File: src/rtl/tcam_action_stage.sv
// Match-action stage after the TCAM: turns a hit index (or a miss) into an action word,
// keeps saturating hit/miss counters and buffers results for a backpressured consumer.
module tcam_action_stage #(
  parameter  int ENTRIES = 16,
  parameter  int ACT_W   = 32,
  parameter  int META_W  = 16,
  parameter  int CNT_W   = 32,
  parameter  int DEPTH   = 4,
  localparam int IDX_W   = $clog2(ENTRIES)
) (
  input  logic              clk,
  input  logic              rst_n,
  input  logic              in_valid,
  output logic              in_ready,
  input  logic              in_hit,
  input  logic [IDX_W-1:0]  in_index,
  input  logic [META_W-1:0] in_meta,
  input  logic              act_wr_en,
  input  logic [IDX_W-1:0]  act_wr_addr,
  input  logic [ACT_W-1:0]  act_wr_data,
  input  logic              def_wr_en,
  input  logic [ACT_W-1:0]  def_wr_data,
  input  logic              cnt_rd_en,
  input  logic [IDX_W:0]    cnt_rd_addr,
  input  logic              cnt_rd_clr,
  output logic              cnt_rd_valid,
  output logic [CNT_W-1:0]  cnt_rd_data,
  output logic              out_valid,
  input  logic              out_ready,
  output logic              out_hit,
  output logic [IDX_W-1:0]  out_index,
  output logic [ACT_W-1:0]  out_action,
  output logic [META_W-1:0] out_meta
);
  localparam int PTR_W = $clog2(DEPTH);
  localparam int OCC_W = PTR_W + 2;
  localparam logic [IDX_W:0] MISS_ADDR = (IDX_W+1)'(ENTRIES);

  typedef struct packed {
    logic              hit;
    logic [IDX_W-1:0]  index;
    logic [ACT_W-1:0]  action;
    logic [META_W-1:0] meta;
  } result_t;

  function automatic logic [CNT_W-1:0] sat_inc(input logic [CNT_W-1:0] v);
    return (&v) ? v : v + CNT_W'(1);
  endfunction

  logic [ACT_W-1:0] act_tbl_r [ENTRIES];
  logic [ACT_W-1:0] def_act_r;
  logic             s1_valid_r;
  result_t          s1_res_r, in_res_s;
  result_t          fifo_mem_r [DEPTH];
  logic [PTR_W-1:0] wr_ptr_r, rd_ptr_r;
  logic [PTR_W:0]   fifo_cnt_r;
  logic             out_valid_r;
  result_t          out_res_r;
  logic [CNT_W-1:0] hit_cnt_r [ENTRIES];
  logic [CNT_W-1:0] hit_cnt_nxt_s [ENTRIES];
  logic [CNT_W-1:0] miss_cnt_r, miss_cnt_nxt_s;
  logic             cnt_rd_valid_r;
  logic [CNT_W-1:0] cnt_rd_data_r, cnt_rd_val_s;
  logic [OCC_W-1:0] occ_s;
  logic             in_ready_s, accept_s, pop_s, load_s;

  // Credit check, handshakes and action lookup. The output register counts as a FIFO slot.
  always_comb begin
    occ_s      = OCC_W'(fifo_cnt_r) + OCC_W'(out_valid_r) + OCC_W'(s1_valid_r);
    in_ready_s = (occ_s < OCC_W'(DEPTH));
    accept_s   = in_valid && in_ready_s;
    pop_s      = out_valid_r && out_ready;
    load_s     = (fifo_cnt_r != {(PTR_W+1){1'b0}}) && (!out_valid_r || out_ready);
    in_res_s.hit  = in_hit;
    in_res_s.meta = in_meta;
    if (in_hit) begin
      in_res_s.index  = in_index;
      in_res_s.action = act_tbl_r[in_index];
    end else begin
      in_res_s.index  = {IDX_W{1'b0}};
      in_res_s.action = def_act_r;
    end
  end

  // Control-plane table writes; the S1 capture sees the pre-edge contents.
  always_ff @(posedge clk or negedge rst_n) begin
    if (!rst_n) begin
      for (int i = 0; i < ENTRIES; i++) act_tbl_r[i] <= {ACT_W{1'b0}};
      def_act_r <= {ACT_W{1'b0}};
    end else begin
      if (act_wr_en) act_tbl_r[act_wr_addr] <= act_wr_data;
      if (def_wr_en) def_act_r <= def_wr_data;
    end
  end

  // S1 result register.
  always_ff @(posedge clk or negedge rst_n) begin
    if (!rst_n) begin
      s1_valid_r <= 1'b0;
      s1_res_r   <= {$bits(result_t){1'b0}};
    end else begin
      s1_valid_r <= accept_s;
      if (accept_s) s1_res_r <= in_res_s;
    end
  end

  // FIFO storage; pushes never overflow because in_ready reserves the slot.
  always_ff @(posedge clk or negedge rst_n) begin
    if (!rst_n) begin
      for (int i = 0; i < DEPTH; i++) fifo_mem_r[i] <= {$bits(result_t){1'b0}};
      wr_ptr_r   <= {PTR_W{1'b0}};
      rd_ptr_r   <= {PTR_W{1'b0}};
      fifo_cnt_r <= {(PTR_W+1){1'b0}};
    end else begin
      if (s1_valid_r) begin
        fifo_mem_r[wr_ptr_r] <= s1_res_r;
        wr_ptr_r             <= wr_ptr_r + PTR_W'(1);
      end
      if (load_s) rd_ptr_r <= rd_ptr_r + PTR_W'(1);
      case ({s1_valid_r, load_s})
        2'b10:   fifo_cnt_r <= fifo_cnt_r + (PTR_W+1)'(1);
        2'b01:   fifo_cnt_r <= fifo_cnt_r - (PTR_W+1)'(1);
        default: fifo_cnt_r <= fifo_cnt_r;
      endcase
    end
  end

  // Registered head; only replaced when empty or being popped, so it holds under backpressure.
  always_ff @(posedge clk or negedge rst_n) begin
    if (!rst_n) begin
      out_valid_r <= 1'b0;
      out_res_r   <= {$bits(result_t){1'b0}};
    end else if (load_s) begin
      out_valid_r <= 1'b1;
      out_res_r   <= fifo_mem_r[rd_ptr_r];
    end else if (pop_s) begin
      out_valid_r <= 1'b0;
    end else begin
      out_valid_r <= out_valid_r;
    end
  end

  // Counter update: clear from a read-clear first, then a saturating increment.
  always_comb begin
    for (int i = 0; i < ENTRIES; i++) begin
      if (cnt_rd_en && cnt_rd_clr && (cnt_rd_addr == (IDX_W+1)'(i))) hit_cnt_nxt_s[i] = {CNT_W{1'b0}};
      else hit_cnt_nxt_s[i] = hit_cnt_r[i];
      if (accept_s && in_hit && (in_index == IDX_W'(i))) hit_cnt_nxt_s[i] = sat_inc(hit_cnt_nxt_s[i]);
      else hit_cnt_nxt_s[i] = hit_cnt_nxt_s[i];
    end
    if (cnt_rd_en && cnt_rd_clr && (cnt_rd_addr == MISS_ADDR)) miss_cnt_nxt_s = {CNT_W{1'b0}};
    else miss_cnt_nxt_s = miss_cnt_r;
    if (accept_s && !in_hit) miss_cnt_nxt_s = sat_inc(miss_cnt_nxt_s);
    else miss_cnt_nxt_s = miss_cnt_nxt_s;
    if (cnt_rd_addr < MISS_ADDR) cnt_rd_val_s = hit_cnt_r[cnt_rd_addr[IDX_W-1:0]];
    else if (cnt_rd_addr == MISS_ADDR) cnt_rd_val_s = miss_cnt_r;
    else cnt_rd_val_s = {CNT_W{1'b0}};
  end

  // Counter state and the registered read port.
  always_ff @(posedge clk or negedge rst_n) begin
    if (!rst_n) begin
      for (int i = 0; i < ENTRIES; i++) hit_cnt_r[i] <= {CNT_W{1'b0}};
      miss_cnt_r     <= {CNT_W{1'b0}};
      cnt_rd_valid_r <= 1'b0;
      cnt_rd_data_r  <= {CNT_W{1'b0}};
    end else begin
      for (int i = 0; i < ENTRIES; i++) hit_cnt_r[i] <= hit_cnt_nxt_s[i];
      miss_cnt_r     <= miss_cnt_nxt_s;
      cnt_rd_valid_r <= cnt_rd_en;
      if (cnt_rd_en) cnt_rd_data_r <= cnt_rd_val_s;
    end
  end

  assign in_ready     = in_ready_s;
  assign cnt_rd_valid = cnt_rd_valid_r;
  assign cnt_rd_data  = cnt_rd_data_r;
  assign out_valid    = out_valid_r;
  assign out_hit      = out_res_r.hit;
  assign out_index    = out_res_r.index;
  assign out_action   = out_res_r.action;
  assign out_meta     = out_res_r.meta;
endmodule
File: config.mk
export PLATFORM = sky130hd
export DESIGN_NAME = tcam_action_stage
export DESIGN_NICKNAME = d
export VERILOG_FILES = /design/src/rtl/tcam_action_stage.sv
export SDC_FILE = /design/constraint.sdc
export NUM_CORES = 2
export LEC_CHECK = 0
export ABC_AREA = 1
export CORE_ASPECT_RATIO = 1.2
export CORE_MARGIN = 2
export CORE_UTILIZATION = 41
export CTS_CLUSTER_SIZE = 25
export DETAILED_ROUTE_END_ITERATION = 10
export GPL_TIMING_DRIVEN = 0
export SLEW_MARGIN = 15
export SYNTH_ARGS = -nofsm -noshare
export SYNTH_HDL_FRONTEND = slang
export SYNTH_SLANG_ARGS = --single-unit
export TNS_END_PERCENT = 100
File: constraint.sdc
create_clock -name clk -period 2.2 [get_ports clk]
set_clock_uncertainty 0.1 [all_clocks]
set_input_delay 0.44 -clock clk [delete_from_list [all_inputs] [get_ports clk]]
set_output_delay 0.44 -clock clk [all_outputs]
set_load 0.005 [all_outputs]
**Yosys cells after proc, flatten, opt, wreduce, memory -nomap -nowiden**

Index checks and enable logic that the tools add are counted.
Widths: inputs -> output; s select.

- Reduce and logical (&&, ||, !) cells: 66
- $add $sub $neg: 23
- Magnitude comparators: 9
- Equal/unequal tests: 33
- Bitwise logic cells: 5
- Muxes and demuxes: 72

Operators by type and width:

| operator | count |
|---|---|
| $mux 32 | 58 |
| $add 32x1->32 const B | 17 |
| $reduce_and 32->1 | 17 |
| $bwmux 512 | 1 |
| $bmux 32 s4 | 2 |
| $bwmux 212 | 1 |
| $mux 53 | 3 |
| $demux 32 s4 | 1 |
| $bmux 53 s2 | 1 |
| $demux 53 s2 | 1 |
| $logic_and 1x1->1 | 41 |
| $eq 5x4->1 const B | 8 |
| $mux 36 | 1 |
| $eq 4x4->1 const B | 8 |
| $eq 5x3->1 const B | 4 |
| $eq 4x3->1 const B | 4 |
| $ge 5x5->1 const B | 3 |
| $not 4->5 | 3 |
| $eq 5x2->1 const B | 2 |
| $eq 4x2->1 const B | 2 |
| $ge 3x3->1 const B | 2 |
| $not 2->3 | 2 |
| $pmux 3 s2 | 1 |
| $eq 5x1->1 const B | 1 |
| 20 further kinds | 24 |

- Register bits after elaboration: 1448
- Word-level logic and storage cells: 273
- Output and inout port bits: 88

**Logic depth before layout (Yosys ltp)**

- Depth in word-level cells: 7
- Depth in mapped cells: 22
- Gate-level depth less buffers: 18

**Worst setup path before layout**

Ideal clock, no wire load.

- Kind: input to register
- Start point: input port cnt_rd_en
- End point: register hit_cnt_r[406] in the netlist's numbering
- Buffers on the path: 6
- Slack: -1120 ps
- Stages on the path: 21
- Library setup time: 121 ps
- Data arrival time: 3099 ps
- Path through: buf_2 > nand2_2 > nor2_8 > nand3_2 > buf_4 > buf_2 > buf_1 > clkbuf_1 > nand2_1 > inv_1 > ha_1 > inv_1 > nor2_1 > nand2_1 > nor2_1 > nand2_1 > buf_2 > nand2_1 > nor2_1 > nand2_1 > nand2_1

RTL lines:

| item | line | text |
|---|---|---|
| start, declared | 23 | `input logic cnt_rd_en,` |
| end, declared | 59 | `logic [CNT_W-1:0] hit_cnt_r [ENTRIES];` |

**Worst setup path in the final report**

- Start point: input port cnt_rd_addr[0]
- End point: register cnt_rd_data_r[9] (netlist: cnt_rd_data[9])

- Longest elaborated chain between the ends: 5
- Elaborated cells on any way between the ends: 8
- Those cells by class: order compare: 1; eq/ne: 1; mux: 5; bitwise: 1

RTL lines:

| item | line | text |
|---|---|---|
| start, declared | 24 | `input logic [IDX_W:0] cnt_rd_addr,` |
| $not 4->5 (implied by the code) | 155 | `if (cnt_rd_addr < MISS_ADDR) cnt_rd_val_s = hit_cnt_r[cnt_rd_addr[IDX_W-1:0]];` |
| $bmux 32 s4 | 155 |  |
| $mux 32 (implied by the code) (2 in series) | 155 |  |
| $mux 32 * | 155 |  |
| end signal, assigned | 166 | `cnt_rd_data_r <= {CNT_W{1'b0}};` |
| end signal, assigned | 171 | `if (cnt_rd_en) cnt_rd_data_r <= cnt_rd_val_s;` |
| end, declared | 63 | `logic [CNT_W-1:0] cnt_rd_data_r, cnt_rd_val_s;` |

Mark *: on every way between the ends. The rest lies on a longest branch, timed or not. The select of a mux whose other input is x is not followed.
A chain may end at the register's enable or synchronous reset.

==> impl_metrics.tcl <==
set metrics [dict create \
    period_needed_ps 2600 \
    grt_max_degree 152 \
    clockBufferDepth 3 \
    status "complete, but fails checks" \
    wl_per_cell_um 23.3 \
    violations "negative hold slack, negative setup slack" \
    hpwlAfterDp_um 247000 \
    worst_slew_pin_slew_ps 1040 \
    min_path_type "in -> async" \
    start_util_pct 41.2 \
    min_period_over_period_pct 118 \
    synth_mux_area_share_pct 0 \
    peakVddDrop_v 0.000691 \
    areaGrowthSynthToFinish_pct 23.2 \
    dp_cells 13900 \
    cp_slowest_cell "o31ai_1" \
    io_pins 190 \
    drv_slew 0 \
    synth_compound_area_share_pct 14.6 \
    cts_made_buffers 163 \
    die-area_um2 201000 \
    hold_ws_ps -473 \
    max-cap-violations 0 \
    synth_xor_area_share_pct 1.77 \
    antenna_found_initial 19 \
    first_pass_iters 8 \
    die_width_um 409 \
    ys_seq_area_share_pct 44.9 \
    synth_seq_cells 1448 \
    synthAdderAreaFrac_pct 0.381 \
    wirelength_um 338000 \
    path_cells "buf_4, inv_2, nor2_4, buf_12, buf_4, clkbuf_4, clkbuf_1, a22oi_1, nand2_1, nand2_1, nand2_1, o31ai_1, a21oi_1" \
    core-area_um2 196000 \
    cpPeakStageDelay_ps 590 \
    cp_top_family "buffers and inverters" \
    drive_above_1_share_pct 12.4 \
    setup_slack_ps -405 \
    synth_area_leader_cell "dfrtp_1" \
    drc 0 \
    grt_pass1_wl_um 498000 \
    rsz0062_at_grt "yes" \
    fill_cells 19000 \
    utilization_pct 50.8 \
    crit_buf_inv 6 \
    synthSimpleGateAreaFrac_pct 31.7 \
    synth_warnings 0 \
    cts.sink_count 1448 \
    htreeDepth 4 \
    final_common_cell "nand2_1" \
    synth.avg_cell_area_um2 7.26 \
    finalPower_uw 83300 \
    postRouteAntennaNets 0 \
    required_ps 2800 \
    synth-edff-count 0 \
    syn-num-nets 11300 \
    synth_cell_types 51 \
    numPortBuffers 187 \
    p_per_area_nw_per_um2 837 \
    worstPathArrival_ps 3200 \
    rows 178 \
    yosys.area.top_type_share_pct 44.9 \
    drt-vias-per-instance 5.76 \
    relSlewSlack_pct 30.5 \
    fmax_mhz 384 \
    grt_use_total_pct 32.4 \
    finalNetCount 11900 \
    syn-cell-area_um2 80800 \
    setup_tns_ps -127230 \
    instances_no_fill 14500 \
    crit_type "in -> reg" \
    die_y_um 490 \
    first_iter_violations 9519 \
    synth_top_family_by_area "simple AND/OR/NAND/NOR gates" \
    cp-end-kind "flip-flop" \
    cp_common_cell "nand2_1" \
    gr-total-overflow 0 \
    cts.clk_slew.worst_paths_ps 70 \
    clock_tree.root_cell "clkbuf_16" \
    final_cell_mix "nand2_1, dfrtp_1, nor2_1" \
    hold_violations 223 \
    grt_pass1_vias 79100 \
    leakage_uw 0.0453 \
    async_flop_share_pct 100 \
    vias 83500 \
    cp-start-kind "input pin" \
    globalplace.congestion 1.06 \
    synth_area_leaders "dfrtp_1, nand2_1, nand3_1" \
    setup_violations 830 \
    ys.flop_type "dfrtp_1" \
    clk_latency_ps 860 \
    critPathMaxFanout 10 \
    cts_tree "yes" \
    syn_inst 11100 \
]
## layer usage
layer  routed length, um  GRT usage, %
met2              152000          50.5
met3               31800          7.45
met4               17900          15.4
met1              135000          42.6
met5                 114             0
## Yosys cell counts (53+ instances only)
cell / instances
buf_2: 83
o21bai_1: 94
xor2_1: 151
nor2_1: 1412
inv_1: 712
o21ai_0: 904
a22oi_1: 444
a21oi_1: 346
nand2_1: 3319
dfrtp_1: 1448
clkbuf_1: 404
nand3_1: 1106
nand4_1: 112
a31oi_1: 53
## worst register-to-register path, stage by stage, from the launching register on
cell and delay (ps):
dfrtp_1 400, ha_1 290, nand2_1 80, nand2_2 60, o21ai_4 80, nand3_4 100
buf_12 170, buf_4 160, nor2_4 130, nand2_4 120, clkbuf_4 240, nor2_2 200
nand3_1 110, xor2_1 150
## timing repair
action,CTS,global route
gates resized for setup,630,403
endpoints found under the setup margin,1460,1358
hold buffers,4,2
pin swaps,62,130
setup buffers,130,108
gates cloned,11,26
endpoints found under the hold margin,151,156
## logic make-up after synthesis
logic type	Yosys count
DFF	1448
and+or+nand+nor	6163
adders and majority gates	24
AOI/OAI and AO/OA	1997
xor gates and xnor gates	163
buffers and inverters	1329
## metrics by stage
| stage | cell area [um^2] | setup slack (ps) |
|---|---|---|
| final | 99500 | -405 |
| after global routing | 99500 | -415 |
| after CTS | 96900 | -324 |
| after detailed placement | 87900 | -3110 |
| after global placement | 87600 | -67480 |
| after floorplan | 82500 | -708 |
## power breakdown
part,leakage (uW),internal [uW],switching [uW]
Combinational,0.0239,7110,12000
Sequential,0.0187,31900,3640
Clock,0.00273,16400,12300
## final timing paths
kind	start	endpoint	slack, ps	depth (start not counted)
hold reg to reg	fifo_mem_r[131]	fifo_mem_r[131]	380	2
max in group asynchronous	rst_n	hit_cnt_r[39]	400	6
min in group clk	in_meta[11]	s1_res_r[11]	60	3
setup reg to reg	fifo_cnt_r[0]	hit_cnt_r[396]	-330	13
hold / removal	rst_n	act_tbl_r[12]	-470	2
setup / recovery	cnt_rd_addr[0]	cnt_rd_data[9]	-400	13
## sequential cells by signal, summed over array words and instances (netlist names)
signal        cells
act_tbl_r       512
cnt_rd_data      32
cnt_rd_valid      1
def_act_r        32
fifo_cnt_r        3
fifo_mem_r      212
hit_cnt_r       512
miss_cnt_r       32
out_action       32
out_hit           1
out_index         4
out_meta         16
out_valid         1
rd_ptr_r          2
s1_res_r         53
s1_valid_r        1
wr_ptr_r          2
## area by class of cell
type | count | area, um^2 | share of cell area (%)
tap | 2610 | 3270 | 3.28
antenna | 7 | 17.5 | 0.0176
inverter | 735 | 2890 | 2.91
multi-input combinational | 8349 | 42000 | 42.2
buffer | 579 | 4200 | 4.22
timing repair inverter | 1 | 11.3 | 0.0113
sequential | 1448 | 36200 | 36.4
clock buffer | 233 | 4780 | 4.81
timing repair buffer | 474 | 5320 | 5.35
clock inverter | 61 | 768 | 0.772
No activity file was read; power rests on OpenSTA's default activity.
